--- config.mk ---
export PLATFORM = sky130hd
export DESIGN_NAME = store_buffer
export DESIGN_NICKNAME = d
export VERILOG_FILES = /design/src/rtl/store_buffer_pkg.sv /design/src/rtl/sb_forward_match.sv /design/src/rtl/store_buffer.sv
export SDC_FILE = /design/constraint.sdc
export NUM_CORES = 1
export LEC_CHECK = 0
export BUFFER_PORTS_ARGS = -buffer_cell sky130_fd_sc_hd__buf_2
export CELL_PAD_IN_SITES_DETAIL_PLACEMENT = 1
export CELL_PAD_IN_SITES_GLOBAL_PLACEMENT = 2
export CORE_MARGIN = 2
export CORE_UTILIZATION = 45
export DETAILED_ROUTE_END_ITERATION = 6
export PLACE_DENSITY = 0.95
export SKIP_LAST_GASP = 1
export SYNTH_ARGS = -nofsm -noshare
export SYNTH_HDL_FRONTEND = slang
export SYNTH_SLANG_ARGS = --single-unit
--- constraint.sdc ---
create_clock -name clk -period 17.6 [get_ports clk]
set_clock_uncertainty 0.05 [all_clocks]
set_input_delay 1.76 -clock clk [delete_from_list [all_inputs] [get_ports clk]]
set_output_delay 1.76 -clock clk [all_outputs]
set_load 0.02 [all_outputs]
--- src/rtl/store_buffer_pkg.sv ---
// Shared constants and drain FSM encoding for the store buffer.
package store_buffer_pkg;

  localparam int unsigned WORD_OFFSET = 2;
  localparam int unsigned DATA_W      = 32;

  typedef enum logic {
    IDLE = 1'b0,
    BUSY = 1'b1
  } drain_state_t;

endpackage

--- src/rtl/sb_forward_match.sv ---
// Youngest-match search over the buffered stores for load forwarding.
module sb_forward_match
  import store_buffer_pkg::*;
#(
  parameter int unsigned DEPTH = 4,
  parameter int unsigned TAG_W = 30
) (
  input  logic [TAG_W-1:0]          tags  [DEPTH],
  input  logic [DATA_W-1:0]         datas [DEPTH],
  input  logic [DEPTH-1:0]          valid,
  input  logic [$clog2(DEPTH)-1:0]  head,
  input  logic [TAG_W-1:0]          tag,
  output logic                      hit,
  output logic [DATA_W-1:0]         data
);

  localparam int unsigned PW = $clog2(DEPTH);

  logic [PW-1:0] idx;

  // Walk oldest to youngest so the last match seen is the youngest one.
  always_comb begin
    hit  = 1'b0;
    data = '0;
    idx  = '0;
    for (int i = 0; i < int'(DEPTH); i++) begin
      idx = head + PW'(i);
      if (valid[idx] && (tags[idx] == tag)) begin
        hit  = 1'b1;
        data = datas[idx];
      end
    end
  end

endmodule

--- src/rtl/store_buffer.sv ---
// Circular store buffer with in-order drain to external memory and load forwarding.
module store_buffer
  import store_buffer_pkg::*;
#(
  parameter int unsigned DEPTH = 4,
  parameter int unsigned AW    = 32
) (
  input  logic                     clk,
  input  logic                     reset,
  input  logic                     memwrite,
  input  logic                     memread,
  input  logic [AW-1:0]            addr,
  input  logic [DATA_W-1:0]        wdata,
  output logic [DATA_W-1:0]        rdata,
  output logic                     stall,
  output logic                     ext_req,
  output logic [AW-1:0]            ext_addr,
  output logic [DATA_W-1:0]        ext_wdata,
  input  logic                     ext_ack,
  output logic [AW-1:0]            ext_raddr,
  input  logic [DATA_W-1:0]        ext_rdata,
  output logic [$clog2(DEPTH):0]   count,
  output logic                     empty
);

  localparam int unsigned PW    = $clog2(DEPTH);
  localparam int unsigned CW    = PW + 1;
  localparam int unsigned TAG_W = AW - WORD_OFFSET;

  logic [TAG_W-1:0]  tags  [DEPTH];
  logic [DATA_W-1:0] datas [DEPTH];
  logic [DEPTH-1:0]  valid;
  logic [PW-1:0]     head;
  logic [PW-1:0]     tail;
  logic [CW-1:0]     count_q;
  logic [CW-1:0]     count_next;
  drain_state_t      state;

  logic              full;
  logic              push;
  logic              pop;
  logic              busy;
  logic              fwd_hit;
  logic [DATA_W-1:0] fwd_data;

  assign full       = (count_q == CW'(DEPTH));
  assign push       = memwrite & ~full;
  assign busy       = (state == BUSY);
  assign pop        = busy & ext_ack;
  assign count_next = count_q + CW'(push) - CW'(pop);

  assign stall      = memwrite & full;
  assign count      = count_q;
  assign empty      = (count_q == '0);
  assign ext_req    = busy;
  assign ext_addr   = busy ? {tags[head], {WORD_OFFSET{1'b0}}} : '0;
  assign ext_wdata  = busy ? datas[head] : '0;
  assign ext_raddr  = addr;
  assign rdata      = (memread && fwd_hit) ? fwd_data : ext_rdata;

  // Payload storage carries no reset; the valid bits qualify it.
  always_ff @(posedge clk) begin
    if (push) begin
      tags[tail]  <= addr[AW-1:WORD_OFFSET];
      datas[tail] <= wdata;
    end
  end

  // Pointers, occupancy, valid bits and the drain FSM.
  always_ff @(posedge clk or posedge reset) begin
    if (reset) begin
      state   <= IDLE;
      head    <= '0;
      tail    <= '0;
      count_q <= '0;
      valid   <= '0;
    end else begin
      if (pop) begin
        head        <= head + PW'(1);
        valid[head] <= 1'b0;
      end
      if (push) begin
        tail        <= tail + PW'(1);
        valid[tail] <= 1'b1;
      end
      count_q <= count_next;
      case (state)
        IDLE:    if (count_q != '0) state <= BUSY;
        BUSY:    if (pop && (count_next == '0)) state <= IDLE;
        default: state <= IDLE;
      endcase
    end
  end

  sb_forward_match #(
    .DEPTH (DEPTH),
    .TAG_W (TAG_W)
  ) u_forward (
    .tags  (tags),
    .datas (datas),
    .valid (valid),
    .head  (head),
    .tag   (addr[AW-1:WORD_OFFSET]),
    .hit   (fwd_hit),
    .data  (fwd_data)
  );

endmodule

==> reports/metrics.cfg <==
[place]
gp_congestion = 0.912
post-place-ws_ps = 9090
dpl-instance-area_um2 = 20200
port_buffers = 228
dpl.hpwl_mm = 36.3

[detailed_routing]
drc = 0
ant_nets = 0
dr.pass1.iters = 5
vias = 13000
drt-total-wl_mm = 54.3
wl_per_cell_um = 26.7
first_iter_violations = 1059
via_per_inst = 6.39

[worst_setup_path]
cp.buffers_inverters = 4
worst_setup_path_start_kind = flop
crit_type = reg2out
crit_fanout = 65
crit_path_frequent_cell = buf_4
crit_chain = inv_1 -> ha_4 -> buf_4 -> mux4_2 -> xor2_1 -> nor4_1 -> o2111a_1 -> nand3_1 -> or4_4 -> a41oi_4 -> buf_4 -> mux2_2 -> a31o_2 -> buf_2
worstPathRequired_ps = 15790
crit_arrival_ps = 7240
cp_slowest_stage_delay_ps = 1010
critical-path-top-delay-family = buffers and inverters
cp_slowest_cell = dfrtp_4
endpoint_kind = primary output

[yosys]
yosysWarnings = 0
avgSynthCellArea_um2 = 14.2
postSynthCellCount = 1337
synth_common_cells = edfxtp_1 (248), mux4_2 (203), mux2i_1 (105), mux2_2 (75), xnor2_1 (69)
netlist_area_um2 = 18900
synth_top_cell_area_share = 0.393
ys_seq_area_frac = 0.409
async_flop_share = 0.0462
synth_edf_count = 248
ys_types = 59
synth-seq-cells = 260
synthTopCellsByArea = edfxtp_1 (39%), mux4_2 (24%), mux2i_1 (5.5%)
yosysTopAreaCell = edfxtp_1
yosysMostFrequentCell = edfxtp_1
synth_flop_cell = edfxtp_1

[sta]
fin_crit_ps = 9050
fin_setup_tns_ps = 0
period_share = 0.514
final_hold_viol_count = 0
setup_violations = 0
worst_slew_pin_slew_ps = 1120
slew_violations = 0
max_freq_mhz = 111
slew_headroom = 0.251
layout_setup_ws_ps = 8550
rsz0062_at_grt = no

[job]
maxCapViolCount = 0

[floorplan]
ios = 235
coreArea_um2 = 41800
die_area_um2 = 43800
die_h_um = 209
die_x_um = 209
start_util = 0.454
row_count = 75

[pwr]
power.internal_mw = 2.36
finalPower_mw = 4.04
p_leak_nw = 7.51
p_per_area_nw_per_um2 = 190
p_switching_mw = 1.68
pwr-share-seq = 0.244
power_frac_comb = 0.589
pwr-share-clk = 0.167
irDropWorstVdd_uv = 136
swShare = 0.416

[status]
status = finished clean

[global_routing]
antenna_found_initial = 3
overflow = 0
grt_pass1_vias = 13200
grt_max_degree = 137
grt.total_usage = 0.245
grt_pass1_wl_mm = 82.3

[final_layout]
fill_cells = 4143
drive_gt1_frac = 0.436
final_area_um2 = 21300
area_growth_pct = 12.2
layout.nets = 1577

[clock_network]
tritoncts = built
cts.clk_slew.worst_paths_ps = 70
clock-root-buffer = clkbuf_16
h-tree-depth = 1
clk_latency_ps = 570
cts-resized-gates = 0
cts_sinks = 260
post_cts.repair.setup_buffers = 0
clock_path_buffers = 3
numCtsBuffers = 30
holdBufCountCts = 0

[min_path]
worstHoldPathType = reg2reg

final cells by class:
| class | count | area (um^2) | share of cell area |
|---|---|---|---|
| Timing Repair Buffer | 244 | 1270 | 0.0599 |
| Inverter | 27 | 101 | 0.00477 |
| Antenna cell | 5 | 12.5 | 0.000588 |
| Multi-Input combinational cell | 902 | 10400 | 0.488 |
| Clock buffer | 41 | 843 | 0.0397 |
| Tap cell | 539 | 674 | 0.0317 |
| Clock inverter | 15 | 230 | 0.0108 |
| Sequential cell | 260 | 7760 | 0.365 |
sequential cells by signal (all words and copies together), names as in the netlist:
signal   count
head         2
datas      128
valid        4
tail         2
count        3
ext_req      1
tags       120
through the flow:
stage                     instances  utilization  hold WS, ps
after global placement         1972        0.483          474
after floorplan                1338            -          449
after global routing           2029        0.509          524
after CTS                      2028        0.509          499
final                          2033        0.509          496
after detailed placement       1972        0.483          489
power groups by stage:
stage | logic, mW | registers, mW | clock network (mW)
2_1_floorplan | 1.84 | 0.913 | 0
3_3_place_gp | 2.31 | 0.974 | 0
3_5_place_dp | 2.36 | 0.992 | 0
4_1_cts | 2.38 | 0.981 | 0.686
5_1_grt | 2.53 | 1.00 | 0.705
6_report | 2.38 | 0.984 | 0.676
placed cells by master (no fill, tap or decap), drive strengths merged, types with 6 or more instances in the layout:
cell type  instances
and3              14
edfxtp           248
or2               33
dfrtp             12
mux2i            105
nand4             10
clkinv             9
nor4              15
bufinv             6
buf              244
a22oi              6
clkbuf            41
o21ai             14
o2111ai            8
nand3              8
xnor2             69
ha                10
a21oi             13
nand2             61
nor2              11
nor3b             32
xor2              37
o22ai             13
inv               25
a31o              33
mux2             100
mux4             203
and2              57
final timing paths:
check	from	endpoint	slack (ps)	depth (start not counted)
max	head[1]	rdata[2]	8550	14
min	ext_req	ext_req	500	2
max reg2reg	count[1]	ext_req	14600	12
min reg2reg	ext_req	ext_req	500	2
max in group asynchronous	reset	head[1]	15860	2
min in group asynchronous	reset	head[0]	1190	2
routing by layer:
layer / wire, um / part of all wire / global-route usage
met4: 1370 / 0.025 / 0.0722
met1: 21900 / 0.40 / 0.335
met3: 4100 / 0.075 / 0.0320
met2: 27000 / 0.50 / 0.412
met5: 29 / 0.00053 / 0
tightest hold or removal path, cell delays in order, from the launching register on:
cell and delay (ps):
dfrtp_2 410, inv_1 50, a21oi_1 50
cell families (layout without fill, tap and decap cells):
kind of cell,Yosys count,count (layout),synth area share
mux,408,408,0.361
simple gates,249,249,0.0746
compound gates,126,126,0.0512
xor+xnor,106,106,0.0490
fa+ha+maj,11,11,0.00766
other cells,1,7,0.000198
buf+inv,176,327,0.0473
flops,260,260,0.409
Power figures use the tool's default switching activity.
